File: src/rtl/ball_i2c_tx_sequencer_if.sv
// Byte-level command bus between the ball-state sequencer (master) and the I2C master engine (slave).
interface ball_i2c_tx_sequencer_if;
    logic       o_cmd_valid;
    logic [1:0] o_cmd;
    logic [7:0] o_cmd_data;
    logic       i_cmd_ready;
    logic       i_cmd_done;
    logic       i_nack;

    modport master (
        output o_cmd_valid, o_cmd, o_cmd_data,
        input  i_cmd_ready, i_cmd_done, i_nack
    );

    modport slave (
        input  o_cmd_valid, o_cmd, o_cmd_data,
        output i_cmd_ready, i_cmd_done, i_nack
    );
endinterface

File: src/rtl/ball_i2c_tx_sequencer.sv
// Sends one snapshotted ball-state packet (START, 5 WRITEs, STOP) over the I2C command bus,
// with NACK/timeout retry and a single-entry pending request buffer.
module ball_i2c_tx_sequencer #(
    parameter logic [6:0]  SLAVE_ADDR = 7'h42,
    parameter int unsigned MAX_RETRY  = 3,
    parameter int unsigned RETRY_GAP  = 100,
    parameter int unsigned TIMEOUT    = 4096
) (
    input  logic                    clk,
    input  logic                    reset,
    input  logic                    ball_send_trigger,
    input  logic [9:0]              i_ball_y,
    input  logic [7:0]              i_ball_vy,
    output logic                    is_transfer,
    ball_i2c_tx_sequencer_if.master cmd_if,
    output logic                    o_send_done,
    output logic                    o_send_fail,
    output logic [1:0]              o_retry_cnt
);
    localparam logic [3:0] S_IDLE       = 4'd0;
    localparam logic [3:0] S_START      = 4'd1;
    localparam logic [3:0] S_WAIT_START = 4'd2;
    localparam logic [3:0] S_WRITE      = 4'd3;
    localparam logic [3:0] S_WAIT_WRITE = 4'd4;
    localparam logic [3:0] S_STOP       = 4'd5;
    localparam logic [3:0] S_WAIT_STOP  = 4'd6;
    localparam logic [3:0] S_BACKOFF    = 4'd7;
    localparam logic [3:0] S_DONE       = 4'd8;
    localparam logic [3:0] S_FAIL       = 4'd9;

    localparam logic [1:0] CMD_START = 2'b00;
    localparam logic [1:0] CMD_WRITE = 2'b01;
    localparam logic [1:0] CMD_STOP  = 2'b10;

    localparam int unsigned TMO_W = (TIMEOUT > 1) ? $clog2(TIMEOUT) : 1;
    localparam int unsigned GAP_W = (RETRY_GAP > 1) ? $clog2(RETRY_GAP) : 1;
    localparam logic [TMO_W-1:0] TMO_LAST = TMO_W'(TIMEOUT - 1);
    localparam logic [GAP_W-1:0] GAP_LAST = GAP_W'(RETRY_GAP - 1);

    logic [3:0]       state_q, state_d;
    logic [2:0]       idx_q, idx_d;
    logic             err_q, err_d;
    logic [1:0]       retry_q, retry_d;
    logic [TMO_W-1:0] tmo_q, tmo_d;
    logic [GAP_W-1:0] gap_q, gap_d;
    logic [9:0]       snap_y_q, snap_y_d;
    logic [7:0]       snap_vy_q, snap_vy_d;
    logic             pend_q, pend_d;
    logic [9:0]       pend_y_q, pend_y_d;
    logic [7:0]       pend_vy_q, pend_vy_d;

    logic [7:0] b1, b2, b3, tx_byte;
    logic       tmo_hit;

    assign b1      = {6'b101100, snap_y_q[9:8]};
    assign b2      = snap_y_q[7:0];
    assign b3      = snap_vy_q;
    assign tmo_hit = (tmo_q == TMO_LAST);

    always_comb begin
        tx_byte = '0;
        case (idx_q)
            3'd0:    tx_byte = {SLAVE_ADDR, 1'b0};
            3'd1:    tx_byte = b1;
            3'd2:    tx_byte = b2;
            3'd3:    tx_byte = b3;
            3'd4:    tx_byte = b1 ^ b2 ^ b3;
            default: tx_byte = '0;
        endcase
    end

    assign is_transfer = (state_q != S_IDLE);
    assign o_send_done = (state_q == S_DONE);
    assign o_send_fail = (state_q == S_FAIL);
    assign o_retry_cnt = retry_q;

    always_comb begin
        cmd_if.o_cmd_valid = 1'b0;
        cmd_if.o_cmd       = CMD_START;
        cmd_if.o_cmd_data  = '0;
        case (state_q)
            S_START: cmd_if.o_cmd_valid = 1'b1;
            S_WRITE: begin
                cmd_if.o_cmd_valid = 1'b1;
                cmd_if.o_cmd       = CMD_WRITE;
                cmd_if.o_cmd_data  = tx_byte;
            end
            S_STOP: begin
                cmd_if.o_cmd_valid = 1'b1;
                cmd_if.o_cmd       = CMD_STOP;
            end
            default: ;
        endcase
    end

    always_comb begin
        state_d   = state_q;
        idx_d     = idx_q;
        err_d     = err_q;
        retry_d   = retry_q;
        tmo_d     = tmo_q;
        gap_d     = gap_q;
        snap_y_d  = snap_y_q;
        snap_vy_d = snap_vy_q;
        pend_d    = pend_q;
        pend_y_d  = pend_y_q;
        pend_vy_d = pend_vy_q;

        // Any trigger while busy (including DONE/FAIL) lands in the pending buffer; last one wins.
        if (ball_send_trigger && is_transfer) begin
            pend_d    = 1'b1;
            pend_y_d  = i_ball_y;
            pend_vy_d = i_ball_vy;
        end

        case (state_q)
            S_IDLE: begin
                if (ball_send_trigger) begin
                    snap_y_d  = i_ball_y;
                    snap_vy_d = i_ball_vy;
                    idx_d     = '0;
                    err_d     = 1'b0;
                    state_d   = S_START;
                end
            end
            S_START: begin
                if (cmd_if.i_cmd_ready) begin
                    tmo_d   = '0;
                    state_d = S_WAIT_START;
                end
            end
            S_WAIT_START: begin
                if (cmd_if.i_cmd_done) begin
                    idx_d   = '0;
                    state_d = S_WRITE;
                end else if (tmo_hit) begin
                    err_d   = 1'b1;
                    state_d = S_STOP;
                end else begin
                    tmo_d = tmo_q + 1'b1;
                end
            end
            S_WRITE: begin
                if (cmd_if.i_cmd_ready) begin
                    tmo_d   = '0;
                    state_d = S_WAIT_WRITE;
                end
            end
            S_WAIT_WRITE: begin
                if (cmd_if.i_cmd_done) begin
                    if (cmd_if.i_nack) begin
                        err_d   = 1'b1;
                        state_d = S_STOP;
                    end else begin
                        idx_d   = idx_q + 3'd1;
                        state_d = (idx_q == 3'd4) ? S_STOP : S_WRITE;
                    end
                end else if (tmo_hit) begin
                    err_d   = 1'b1;
                    state_d = S_STOP;
                end else begin
                    tmo_d = tmo_q + 1'b1;
                end
            end
            S_STOP: begin
                if (cmd_if.i_cmd_ready) begin
                    tmo_d   = '0;
                    state_d = S_WAIT_STOP;
                end
            end
            S_WAIT_STOP: begin
                if (cmd_if.i_cmd_done || tmo_hit) begin
                    // A STOP timeout counts as an error even on an otherwise clean packet.
                    if (!err_q && cmd_if.i_cmd_done) begin
                        state_d = S_DONE;
                    end else if ({30'd0, retry_q} < MAX_RETRY) begin
                        err_d   = 1'b1;
                        retry_d = retry_q + 2'd1;
                        gap_d   = '0;
                        state_d = S_BACKOFF;
                    end else begin
                        err_d   = 1'b1;
                        state_d = S_FAIL;
                    end
                end else begin
                    tmo_d = tmo_q + 1'b1;
                end
            end
            S_BACKOFF: begin
                if (gap_q == GAP_LAST) begin
                    idx_d   = '0;
                    err_d   = 1'b0;
                    state_d = S_START;
                end else begin
                    gap_d = gap_q + 1'b1;
                end
            end
            S_DONE, S_FAIL: begin
                retry_d = '0;
                err_d   = 1'b0;
                if (pend_q || ball_send_trigger) begin
                    snap_y_d  = ball_send_trigger ? i_ball_y  : pend_y_q;
                    snap_vy_d = ball_send_trigger ? i_ball_vy : pend_vy_q;
                    pend_d    = 1'b0;
                    idx_d     = '0;
                    state_d   = S_START;
                end else begin
                    state_d = S_IDLE;
                end
            end
            default: state_d = S_IDLE;
        endcase
    end

    always_ff @(posedge clk or posedge reset) begin
        if (reset) begin
            state_q   <= S_IDLE;
            idx_q     <= '0;
            err_q     <= 1'b0;
            retry_q   <= '0;
            tmo_q     <= '0;
            gap_q     <= '0;
            snap_y_q  <= '0;
            snap_vy_q <= '0;
            pend_q    <= 1'b0;
            pend_y_q  <= '0;
            pend_vy_q <= '0;
        end else begin
            state_q   <= state_d;
            idx_q     <= idx_d;
            err_q     <= err_d;
            retry_q   <= retry_d;
            tmo_q     <= tmo_d;
            gap_q     <= gap_d;
            snap_y_q  <= snap_y_d;
            snap_vy_q <= snap_vy_d;
            pend_q    <= pend_d;
            pend_y_q  <= pend_y_d;
            pend_vy_q <= pend_vy_d;
        end
    end
endmodule

File: src/flat_wrapper.sv
// flat-port wrapper written by rule: the top's interface ports become plain ports
module ball_i2c_tx_sequencer_flat 
#(
    parameter logic [6:0]  SLAVE_ADDR = 7'h42,
    parameter int unsigned MAX_RETRY  = 3,
    parameter int unsigned RETRY_GAP  = 100,
    parameter int unsigned TIMEOUT    = 4096
)
  (clk, reset, ball_send_trigger, i_ball_y, i_ball_vy, is_transfer, o_send_done, o_send_fail, o_retry_cnt, cmd_if_o_cmd_valid, cmd_if_o_cmd, cmd_if_o_cmd_data, cmd_if_i_cmd_ready, cmd_if_i_cmd_done, cmd_if_i_nack);
  ball_i2c_tx_sequencer_if cmd_if_i ();
  input  logic clk;
  input  logic reset;
  input  logic ball_send_trigger;
  input  logic [9:0] i_ball_y;
  input  logic [7:0] i_ball_vy;
  output logic is_transfer;
  output logic o_send_done;
  output logic o_send_fail;
  output logic [1:0] o_retry_cnt;
  output wire logic [$bits(cmd_if_i.o_cmd_valid)-1:0] cmd_if_o_cmd_valid;
  output wire logic [$bits(cmd_if_i.o_cmd)-1:0] cmd_if_o_cmd;
  output wire logic [$bits(cmd_if_i.o_cmd_data)-1:0] cmd_if_o_cmd_data;
  input wire logic [$bits(cmd_if_i.i_cmd_ready)-1:0] cmd_if_i_cmd_ready;
  input wire logic [$bits(cmd_if_i.i_cmd_done)-1:0] cmd_if_i_cmd_done;
  input wire logic [$bits(cmd_if_i.i_nack)-1:0] cmd_if_i_nack;
  assign cmd_if_o_cmd_valid = cmd_if_i.o_cmd_valid;
  assign cmd_if_o_cmd = cmd_if_i.o_cmd;
  assign cmd_if_o_cmd_data = cmd_if_i.o_cmd_data;
  assign cmd_if_i.i_cmd_ready = cmd_if_i_cmd_ready;
  assign cmd_if_i.i_cmd_done = cmd_if_i_cmd_done;
  assign cmd_if_i.i_nack = cmd_if_i_nack;
  ball_i2c_tx_sequencer #(.SLAVE_ADDR(SLAVE_ADDR), .MAX_RETRY(MAX_RETRY), .RETRY_GAP(RETRY_GAP), .TIMEOUT(TIMEOUT)) u_core (.clk(clk), .reset(reset), .ball_send_trigger(ball_send_trigger), .i_ball_y(i_ball_y), .i_ball_vy(i_ball_vy), .is_transfer(is_transfer), .cmd_if(cmd_if_i), .o_send_done(o_send_done), .o_send_fail(o_send_fail), .o_retry_cnt(o_retry_cnt));
endmodule
File: config.mk
export PLATFORM = sky130hd
export DESIGN_NAME = ball_i2c_tx_sequencer_flat
export DESIGN_NICKNAME = d
export VERILOG_FILES = /design/src/rtl/ball_i2c_tx_sequencer_if.sv /design/src/rtl/ball_i2c_tx_sequencer.sv /design/src/flat_wrapper.sv
export SDC_FILE = /design/constraint.sdc
export NUM_CORES = 1
export LEC_CHECK = 0
export CELL_PAD_IN_SITES_DETAIL_PLACEMENT = 1
export CELL_PAD_IN_SITES_GLOBAL_PLACEMENT = 1
export CORE_ASPECT_RATIO = 1.5
export CORE_MARGIN = 2
export CORE_UTILIZATION = 40
export DETAILED_ROUTE_END_ITERATION = 16
export GPL_TIMING_DRIVEN = 0
export PLACE_DENSITY_LB_ADDON = 0.1
export SLEW_MARGIN = 10
export SYNTH_ARGS = -nofsm -noshare
export SYNTH_HDL_FRONTEND = slang
export SYNTH_SLANG_ARGS = --single-unit
File: constraint.sdc
create_clock -name clk -period 5.2 [get_ports clk]
set_clock_uncertainty 0.15 [all_clocks]
set_input_delay 1.04 -clock clk [delete_from_list [all_inputs] [get_ports clk]]
set_output_delay 1.04 -clock clk [all_outputs]
set_load 0.02 [all_outputs]
==> impl_summary.txt <==
----------------------------------------------------
[Drt]
  Count of TritonRoute iterations in the first routing pass ... 4
  Via count of the routed design ... 3109
  DRT iter0 DRCs ... 89
  Final routed wire length divided by cell count ... 17.2 um
  Remaining design rule violation count ... 0
  Routed Antenna Nets ... 0
  Vias per inst ... 5.58
  Sum of routed wire length over all layers ... 9.60 mm

[Power]
  Power per Cell Area ... 535 mW/mm^2
  Overall Power ... 0.00250 W
  Sequential cell fraction of total power ... 0.352
  Switching part of the total ... 0.372
  P_int ... 0.00157 W
  Logic pwr share ... 0.405
  Switching component of the power ... 0.000928 W
  Proportion of power drawn by the clock network ... 0.243
  Leakage power ... 1.92 nW
  Maximum resistive drop on vdd ... 0.238 mV

[Placement]
  Number of placed instances, taps included ... 541
  Detailed-placement wirelength estimate ... 7.22 mm
  Worst setup timing slack at the placement stage ... 1.54 ns
  RePlAce Congestion ... 0.798
  Count of input and output buffers ... 37

[Clock tree]
  Buffers inserted by post-CTS timing repair ... 0
  CTS tree ... done
  TritonCTS Buffers ... 9
  H-tree Lvls ... 3
  Number of resized instances in the post-cts repair step ... 0
  Clock Tree Root ... clkbuf_16
  # hold bufs at CTS ... 0
  Longest Clk Path Bufs ... 2
  Clock-pin slew reported for the worst setup and hold paths after clock tree synthesis ... 0.06 ns
  Number of clock sinks ... 66
  Worst skew pair latency ... 0.33 ns

[Synth]
  Synthesized area per cell ... 9.81 sq um
  Synth unique cells ... 57
  Synth cell count leaders ... dfrtp_1 (66), nand2_1 (43), o21ai_0 (36)
  Yosys Warn Count ... 0
  Ys flop type ... dfrtp_1
  Number of storage elements in the synthesis netlist ... 66
  Netlist area before placement ... 0.00384 sq mm
  Number of flops mapped to enable cells by yosys ... 0
  Share of synthesized flip-flops with an asynchronous set or reset ... 1.00
  Syn Inst Count ... 391
  Share of Yosys cell area claimed by the top area cell type ... 0.430
  Leading cell types by total area after synthesis ... dfrtp_1 (43%), mux2_2 (6.7%), mux2i_1 (6.0%)
  Most repeated cell in the gate-level netlist after synthesis ... dfrtp_1
  Cell taking the most area after synthesis ... dfrtp_1
  Net count after synthesis ... 423
  Part of the Yosys area used for sequential elements ... 0.430

[Setup path]
  Critical path fanouts, max ... 9
  Critical Path Sink Type ... output pin
  Buffers and inverters on the worst path ... 4
  Dominant delay contributor by cell family on the critical path ... buffers and inverters
  Ordered cell list for the critical path ... inv_1 -> ha_1 -> clkbuf_1 -> and2_0 -> clkbuf_1 -> a21o_1 -> a221oi_1 -> a21oi_1 -> clkdlybuf4s50_1
  Element type at the critical path start ... flop
  Reg2Reg Setup Slack ... 2.77 ns
  Critical Path Slowest Stage Cell ... clkdlybuf4s50_1
  Maximum cell stage delay along the critical path ... 0.63 ns
  Critical setup path kind ... flop to output pin
  Required time worst endpoint ... 4.01 ns
  CP dominant cell by count ... clkbuf_1
  Worst endpoint data arrival time ... 2.79 ns

[Global route]
  Maximum number of pins on one net before global-route repair ... 41
  Vias in the first global route ... 3338
  Antenna violations before repair ... 0
  Total routing usage reported by global routing ... 0.197
  Total overflow reported by the global router ... 0
  Wire length of the first global-routing pass ... 16.0 mm

[STA]
  Period utilization ... 0.766
  Hold violation count in the final report ... 0
  Max-slew violations ... 0
  Final setup violating endpoints ... 0
  Worst setup margin ... 1.22 ns
  Setup repair after global routing missed its margin ... false
  Tightest Pin Transition ... 0.661 ns
  Sum of negative setup slack ... 0 ns
  Final critical path time including I/O delays and setup ... 3.98 ns
  Remaining max-slew budget at the tightest pin ... 0.557
  Maximum achievable frequency ... 251 MHz

[Cells and area]
  N_diodes ... 0
  Area of all sequential standard cells ... 0.00165 sq mm
  Fraction of layout cells with a size suffix above 1 ... 0.157
  Non-filler instance count after layout ... 557
  Net count reported at finish ... 472
  Footprint of the multi-input gates ... 0.00199 sq mm
  Area growth from synthesis to layout ... 21.6%
  Number of filler instances in the final layout ... 1078

[Worst hold path]
  Class of the tightest hold or removal check ... flop to flop

[Die]
  Height of the die ... 124 um
  DIE WIDTH ... 84.0 um
  Die ar. ... 0.0104 sq mm
  I/O pin count ... 40
  Num rows ... 43
  Standard cell core area ... 0.00931 sq mm
  Initial Utilization ... 0.412

[Outcome]
  Result of the run ... finished, final reports clean

[Run]
  Number of max-cap violations ... 0

----------------------------------------------------
[worst reg2reg max path: cells and delay by family (launching register included)]
family / cells / cell delay, ns
and+or+nand+nor: 3 / 1.05
AOI/OAI and AO/OA: 1 / 0.09
DFF: 1 / 0.46
buffers and inverters: 1 / 0.30
muxes: 1 / 0.24
[kinds of logic after synthesis]
group / synth area share
fa+ha+maj: 0.0261
xor+xnor: 0.0342
simple gates: 0.177
compound gates: 0.153
buf+inv: 0.0518
mux: 0.127
flops: 0.430
[layout make-up]
class,count,share of cell area
multi-input cells,292,0.426
clock buffers,11,0.0520
clock inverters,5,0.0115
inverters,13,0.0110
well taps,112,0.0300
plain buffers,20,0.0322
repair buffers,38,0.0836
flip-flops and latches,66,0.354
[flip-flops by register name, indices dropped and copies added, names as in the netlist, 2 cells and up]
name                flops
u_core.snap_y_q        10
u_core.tmo_q           12
u_core.pend_vy_q        8
u_core.gap_q            7
u_core.o_retry_cnt      2
u_core.idx_q            3
u_core.pend_y_q        10
u_core.state_q          4
u_core.b3               8
[metal layers]
layer  up-vias  GRT usage  part of all wire
li1       1492          -                 -
met1      1537      0.211              0.40
met3        25     0.0338             0.026
met5         -          0                 0
met2        55      0.377              0.55
met4         0     0.0938             0.029
[path summary, 6_finish.rpt]
path                                             end  cells past startpoint                from
worst max-delay path            cmd_if_o_cmd_data[4]                      9     u_core.idx_q[0]
worst min-delay path              u_core.pend_y_q[0]                      1  u_core.pend_y_q[0]
worst max register to register    u_core.snap_y_q[2]                      6   u_core.state_q[1]
worst min register to register    u_core.pend_y_q[0]                      1  u_core.pend_y_q[0]
max in group asynchronous            u_core.tmo_q[5]                      3               reset
min in group asynchronous        u_core.pend_vy_q[2]                      2               reset
[cell usage in the layout (no fill, tap or decap), types with 3 or more instances in the layout]
cell type and n:
ha_1 8, nand2b_1 6, a221oi_1 3, inv_1 12, a21oi_1 16, xnor2_1 9, a21o_1 5, clkbuf_1 8
nor3_1 7, o21ai_0 36, nand3_1 9, buf_2 3, o211ai_1 4, xor2_1 6, mux2_2 23, o21ai_1 3
a211oi_1 3, clkdlybuf4s50_1 37, clkbuf_16 9, nor2b_1 6, mux2i_1 23, buf_6 9, nand4_1 7, clkinv_2 3
nor2_1 30, nand2_1 43, dfrtp_1 66, or3_1 4, and3_1 4
[per-stage QoR]
stage	hold slack [ns]	utilization	area [sq um]
floorplan	0.313	-	3840
CTS	0.356	0.501	4670
global route	0.363	0.501	4670
global placement	0.334	0.467	4350
finish	0.351	0.501	4670
detailed placement	0.343	0.470	4370
[power groups by stage]
stage                     clock, W  sequential (W)  combinational (W)
final                     0.000608        0.000880            0.00101
after global routing      0.000640        0.000905            0.00112
after CTS                 0.000619        0.000880            0.00103
after detailed placement         0        0.000889            0.00102
after global placement           0        0.000874           0.000986
after floorplan                  0        0.000847           0.000743
(Power assumes the default switching activity.)
